<file path="src/rtl/id_exe_hazard_reg.sv">
// ID/EXE pipeline register with load-use hazard detection and bubble insertion.
// Optional load-use bubble counter on stall_cnt_o, enabled by defining ID_EXE_STALL_CNT_EN.
module id_exe_hazard_reg #(
  parameter int DATA_W = 32
) (
  input  logic              clk_i,
  input  logic              rst_i,
  input  logic              id_valid_i,
  input  logic [4:0]        id_rs1_i,
  input  logic [4:0]        id_rs2_i,
  input  logic [4:0]        id_rd_i,
  input  logic              id_use_rs2_i,
  input  logic              id_regwrite_i,
  input  logic              id_memread_i,
  input  logic              id_memwrite_i,
  input  logic              id_memtoreg_i,
  input  logic              id_alusrc_i,
  input  logic              id_branch_i,
  input  logic [1:0]        id_aluop_i,
  input  logic [DATA_W-1:0] id_rs1_data_i,
  input  logic [DATA_W-1:0] id_rs2_data_i,
  input  logic [DATA_W-1:0] id_imm_i,
  input  logic [DATA_W-1:0] id_pc_i,
  input  logic              flush_i,
  output logic              stall_o,
  output logic              exe_valid_o,
  output logic [4:0]        exe_rs1_o,
  output logic [4:0]        exe_rs2_o,
  output logic [4:0]        exe_rd_o,
  output logic              exe_use_rs2_o,
  output logic              exe_regwrite_o,
  output logic              exe_memread_o,
  output logic              exe_memwrite_o,
  output logic              exe_memtoreg_o,
  output logic              exe_alusrc_o,
  output logic              exe_branch_o,
  output logic [1:0]        exe_aluop_o,
  output logic [DATA_W-1:0] exe_rs1_data_o,
  output logic [DATA_W-1:0] exe_rs2_data_o,
  output logic [DATA_W-1:0] exe_imm_o,
  output logic [DATA_W-1:0] exe_pc_o,
  output logic [31:0]       stall_cnt_o
);

  logic              r_vld_p1;
  logic [4:0]        r_rs1_p1, r_rs2_p1, r_rd_p1;
  logic              r_use_rs2_p1, r_regwrite_p1, r_memread_p1, r_memwrite_p1;
  logic              r_memtoreg_p1, r_alusrc_p1, r_branch_p1;
  logic [1:0]        r_aluop_p1;
  logic [DATA_W-1:0] r_rs1_data_p1, r_rs2_data_p1, r_imm_p1, r_pc_p1;

  logic w_hz;
  logic w_bubble;

  // x0 is never a hazard source; rs2 only matters when the instruction reads it.
  assign w_hz = r_vld_p1 & r_memread_p1 & (r_rd_p1 != 5'd0) & id_valid_i &
                ((r_rd_p1 == id_rs1_i) | (id_use_rs2_i & (r_rd_p1 == id_rs2_i)));
  assign stall_o  = w_hz & ~flush_i;
  assign w_bubble = flush_i | w_hz;

  // ID -> EXE boundary: a bubble zeroes everything so forwarding never matches it.
  always_ff @(posedge clk_i) begin
    if (rst_i || w_bubble) begin
      r_vld_p1      <= 1'b0;
      r_rs1_p1      <= '0;
      r_rs2_p1      <= '0;
      r_rd_p1       <= '0;
      r_use_rs2_p1  <= 1'b0;
      r_regwrite_p1 <= 1'b0;
      r_memread_p1  <= 1'b0;
      r_memwrite_p1 <= 1'b0;
      r_memtoreg_p1 <= 1'b0;
      r_alusrc_p1   <= 1'b0;
      r_branch_p1   <= 1'b0;
      r_aluop_p1    <= '0;
      r_rs1_data_p1 <= '0;
      r_rs2_data_p1 <= '0;
      r_imm_p1      <= '0;
      r_pc_p1       <= '0;
    end else begin
      r_vld_p1      <= id_valid_i;
      r_rs1_p1      <= id_rs1_i;
      r_rs2_p1      <= id_rs2_i;
      r_rd_p1       <= id_rd_i;
      r_use_rs2_p1  <= id_use_rs2_i;
      r_regwrite_p1 <= id_regwrite_i;
      r_memread_p1  <= id_memread_i;
      r_memwrite_p1 <= id_memwrite_i;
      r_memtoreg_p1 <= id_memtoreg_i;
      r_alusrc_p1   <= id_alusrc_i;
      r_branch_p1   <= id_branch_i;
      r_aluop_p1    <= id_aluop_i;
      r_rs1_data_p1 <= id_rs1_data_i;
      r_rs2_data_p1 <= id_rs2_data_i;
      r_imm_p1      <= id_imm_i;
      r_pc_p1       <= id_pc_i;
    end
  end

  assign exe_valid_o    = r_vld_p1;
  assign exe_rs1_o      = r_rs1_p1;
  assign exe_rs2_o      = r_rs2_p1;
  assign exe_rd_o       = r_rd_p1;
  assign exe_use_rs2_o  = r_use_rs2_p1;
  assign exe_regwrite_o = r_regwrite_p1;
  assign exe_memread_o  = r_memread_p1;
  assign exe_memwrite_o = r_memwrite_p1;
  assign exe_memtoreg_o = r_memtoreg_p1;
  assign exe_alusrc_o   = r_alusrc_p1;
  assign exe_branch_o   = r_branch_p1;
  assign exe_aluop_o    = r_aluop_p1;
  assign exe_rs1_data_o = r_rs1_data_p1;
  assign exe_rs2_data_o = r_rs2_data_p1;
  assign exe_imm_o      = r_imm_p1;
  assign exe_pc_o       = r_pc_p1;

`ifdef ID_EXE_STALL_CNT_EN
  function automatic logic [31:0] sat_inc(input logic [31:0] v);
    return (v == 32'hFFFF_FFFF) ? v : v + 32'd1;
  endfunction

  logic [31:0] r_stall_cnt;

  always_ff @(posedge clk_i) begin
    if (rst_i)
      r_stall_cnt <= '0;
    else if (stall_o)
      r_stall_cnt <= sat_inc(r_stall_cnt);
  end

  assign stall_cnt_o = r_stall_cnt;
`else
  assign stall_cnt_o = 32'd0;
`endif

endmodule

</file>
<file path="config.mk">
export PLATFORM = sky130hd
export DESIGN_NAME = id_exe_hazard_reg
export DESIGN_NICKNAME = d
export VERILOG_FILES = /design/src/rtl/id_exe_hazard_reg.sv
export SDC_FILE = /design/constraint.sdc
export NUM_CORES = 1
export LEC_CHECK = 0
export ABC_CLOCK_PERIOD_IN_PS = 4500
export CAP_MARGIN = 25
export CORE_MARGIN = 8
export CORE_UTILIZATION = 39
export DETAILED_ROUTE_END_ITERATION = 8
export PLACE_DENSITY = 0.91
export SYNTH_ARGS = -nofsm -noshare
export SYNTH_HDL_FRONTEND = slang
export SYNTH_SLANG_ARGS = --single-unit
</file>
<file path="constraint.sdc">
create_clock -name clk_i -period 4.5 [get_ports clk_i]
set_input_delay 1.35 -clock clk_i [delete_from_list [all_inputs] [get_ports clk_i]]
set_output_delay 1.35 -clock clk_i [all_outputs]
set_load 0.02 [all_outputs]
</file>
======== After elaboration in Yosys (flattened, before gate mapping) ========
Index checks and enable logic that the tools add are counted.
cells by class
  equal/unequal tests ..................... 2
  bitwise logic cells ..................... 9
  reduce and logical (&&, ||, !) cells .... 2
operator list
  kind                number
  $eq A5 B5 Y1        2
  $and A1 B1 Y1       6
  $reduce_bool A5 Y1  1
  $or A1 B1 Y1        2
  $logic_or A1 B1 Y1  1
  $not A1 Y1          1
word-level totals
  register bits ........................... 153
  input bits .............................. 156
  output and inout bits ................... 186
  word-level logic and storage cells ...... 29

======== Longest topological paths before layout ========
  word-level depth ........................ 6
  gate-level depth with buffers ........... 7

======== Worst setup path after synthesis ========
OpenSTA, ideal clock, no wires.
  path type ............................... input port to output port
  start point ............................. input port id_rs1_i[0]
  end point ............................... output port stall_o
  arrival time ............................ 2.281 ns
  required time ........................... 3.150 ns
  setup slack ............................. 0.869 ns
  cell stages on the path ................. 6
  path through ............................ xnor2_1 > nand3_1 > o22ai_1 > buf_4 > buf_6 > and3b_1
between the ends
  longest elaborated chain between the ends .. 4
RTL lines
  element        line  source
  from (decl)    9     input logic [4:0] id_rs1_i,
  $eq A5 B5 Y1   57    ((r_rd_p1 == id_rs1_i) | (id_use_rs2_i & (r_rd_p1 == id_rs2_i)));
  $or A1 B1 Y1   57
  $and A1 B1 Y1  56    assign w_hz = r_vld_p1 & r_memread_p1 & (r_rd_p1 != 5'd0) & id_valid_i &
  $and A1 B1 Y1  58    assign stall_o = w_hz & ~flush_i;
  to (decl)      25    output logic stall_o,
No other way between the ends.

======== Worst setup path after layout ========
  start point ............................. input port id_rs2_i[2]
  end point ............................... output port stall_o
between the ends
  longest elaborated chain between the ends .. 5
RTL lines
  element        line  source
  from (decl)    10    input logic [4:0] id_rs2_i,
  $eq A5 B5 Y1   57
  $and A1 B1 Y1  57
  $or A1 B1 Y1   57
  $and A1 B1 Y1  56
  $and A1 B1 Y1  58
No other way between the ends.

==> run summary <==
P_leak: 3.43 nW
nets: 1,004
Synth area leader: dfxtp_1
Hold WS: 1.07 ns
post-synth top area share: 57.8%
CP Class: primary input to output port
sequential share of power: 43.4%
remaining global-route overflow: 0
Worst-Skew Late Latency: 0.41 ns
status: finished, final reports clean
RePlAce Congestion: 0.751
Slew Limit Fails: 0
Hold Crit Start: exe_valid_o
Sink Count: 153
Root Driver: clkbuf_16
placed instance count: 1,005
Final Non-Filler Cells: 1,038
Power, Total: 0.00329 W
Net Sw Frac: 24.3%
worst reg2reg path startpoint: exe_rd_o[4]
CTS Buf Count: 17
CTS H-tree lvls: 4
Max VDD drop: 0.000211 V
combinational share of power: 14.4%
worst-margin pin slew: 0.813 ns
vias in the first global route: 4,912
DR WL/cell: 17.7 um
largest net degree at the start of global routing: 154
Iter 0 DRT Violations: 212
initial antenna violation count: 2
die height: 133 um
critical path's slowest cell: clkdlybuf4s50_1
CTS tree: built
most frequent cells in the layout: clkdlybuf4s50_1 (308), nand2_1 (155), dfxtp_1 (153)
layout cell share with drive strength beyond 1: 12.0%
first-pass GRT wire length: 27,900 um
worst path buffer plus inverter count: 2
clock skew: 0.00829 ns
power per cell area: 368 mW/mm^2
GRT Total Usage: 20.4%
Peak Freq: 233 MHz
Seq/Total Area, Yosys: 57.8%
Critical Path Start Type: primary input
crit path time final: 4.30 ns
switching pwr: 0.000799 W
Final Util: 67.5%
max_cap viols: 0
Core ar.: 0.0132 sq mm
postcts setup bufs: 0
Ys Warns: 0
# DRC: 0
Slew HR: 45.8%
Ports: 342
Multi-input gate area: 0.00187 sq mm
period utilisation layout: 95.5%
Synth area leaders: dfxtp_1 (58%), nand2_1 (11%), a21oi_2 (9.9%)
Die Span X: 133 um
flip-flop and latch count after synthesis: 153
Netlist cell types: 18
Area Growth Syn to Fin: 68.8%
CP startpoint: id_rs2_i[2]
number of fill cells in the layout: 980
RSZ-0062 raised after global routing: false
Clock power frac: 42.2%
post-synthesis cell count: 562
Die ar.: 0.0176 sq mm
clock-pin slew on the worst setup and hold paths: 0.06 ns
Syn Area/Cell: 9.42 sq um
Mapped Area: 0.00530 sq mm
CP max stage delay: 0.51 ns
vias per std cell: 4.53
setup_tns: 0 ns
Pint: 0.00249 W
worst path cell trace: clkdlybuf4s50_1, xnor2_1, nand4_1, o22ai_4, and3b_1, dlygate4sd2_1
final setup fails: 0
# port buffers: 309
CP Capture Type: output port
hold bufs inserted after CTS: 0
total wire length: 18,300 um
Crit Path Max Fanout: 2
Hold WC Path Type: flop to flop
post-detail-place hpwl: 13,800 um
row cnt: 42
Clock Tree Buf Depth: 2
Worst path top cell family by delay: buffers and inverters
routed vias: 4,705
Worst Path Arrival: 2.95 ns
Worst EP required: 3.15 ns
Detail Route Antenna Nets: 0
initial core utilization: 40.0%
1st-pass router iterations: 4
commonest non-fill, non-tap cell in the layout: clkdlybuf4s50_1
Register Area: 0.00306 sq mm
Final Hold Viols: 0
==> kinds of logic after synthesis <==
| group | share of synthesized area (%) |
|---|---|
| xor gates and xnor gates | 1.65 |
| AOI/OAI and AO/OA | 19.1 |
| DFF | 57.8 |
| buffers and inverters | 9.47 |
| other | 0.0708 |
| and+or+nand+nor | 11.8 |
==> cells in the mapped netlist <==
master    count
nand2_1     155
dfxtp_1     153
a21oi_1      93
a21oi_2      60
buf_4        33
clkbuf_1     24
buf_2        17
xnor2_1      10
buf_6         7
nand3_1       2
a21oi_4       1
and3b_1       1
conb_1        1
nand4_1       1
nor2_1        1
nor2_2        1
nor3_2        1
o22ai_1       1
==> stage by stage <==
| stage | worst slack, ns | area [sq um] |
|---|---|---|
| floorplan | 0.869 | 5410 |
| global placement | 0.0117 | 8350 |
| detailed placement | -0.0793 | 8350 |
| CTS | 0.197 | 8930 |
| global route | 0.155 | 8940 |
| finish | 0.203 | 8940 |
==> power by group through the flow <==
stage | registers, W | clock network, W | logic [W]
4_1_cts | 0.00143 | 0.00143 | 0.000476
3_3_place_gp | 0.00145 | 0 | 0.000467
2_1_floorplan | 0.00153 | 0 | 0.000148
3_5_place_dp | 0.00146 | 0 | 0.000473
6_report | 0.00143 | 0.00139 | 0.000474
5_1_grt | 0.00143 | 0.00148 | 0.000505
==> final timing paths <==
check                                          to  slack [ns]  depth (start not counted)
worst max-delay path                      stall_o        0.20                          6
worst min-delay path            exe_rs1_data_o[9]        1.07                          4
worst max register to register       exe_pc_o[11]        1.91                          6
worst min register to register  exe_rs1_data_o[9]        1.07                          4
==> metal layers <==
layer,vias to the layer above,track usage [%],wire length (um)
met4,0,8.52,347
met3,26,9.95,1920
met5,-,0,0
met2,242,35.3,9320
met1,2100,20.5,6760
li1,2337,-,-
==> what timing repair did <==
action,4_1_cts,5_1_grt
endpoints found under the setup margin,1,0
hold endpoints to repair,0,0
gates resized for setup,1,0
==> worst reg2reg max path, cell delays in order (launching register included) <==
cell     delay [ns]
dfxtp_1        0.48
xnor2_1        0.18
nand4_1        0.18
o22ai_4        0.18
buf_4          0.49
buf_4          0.74
a21oi_1        0.20
==> registers in the layout, indices dropped and copies added (netlist names), 2 cells and up <==
name            count
exe_imm_o          32
exe_pc_o           32
exe_rs1_data_o     32
exe_rs2_data_o     32
exe_rd_o            5
exe_rs1_o           5
exe_rs2_o           5
exe_aluop_o         2
==> final cells by class <==
cell class	count	share of cell area [%]
Clock buffer	18	4.91
Timing Repair Buffer	317	35.8
Sequential cell	153	34.3
Multi-Input combinational cell	359	20.9
Clock inverter	13	1.61
Tap cell	176	2.46
Antenna cell	2	0.0560
Note: power is estimated with default switching activity, not from simulation.
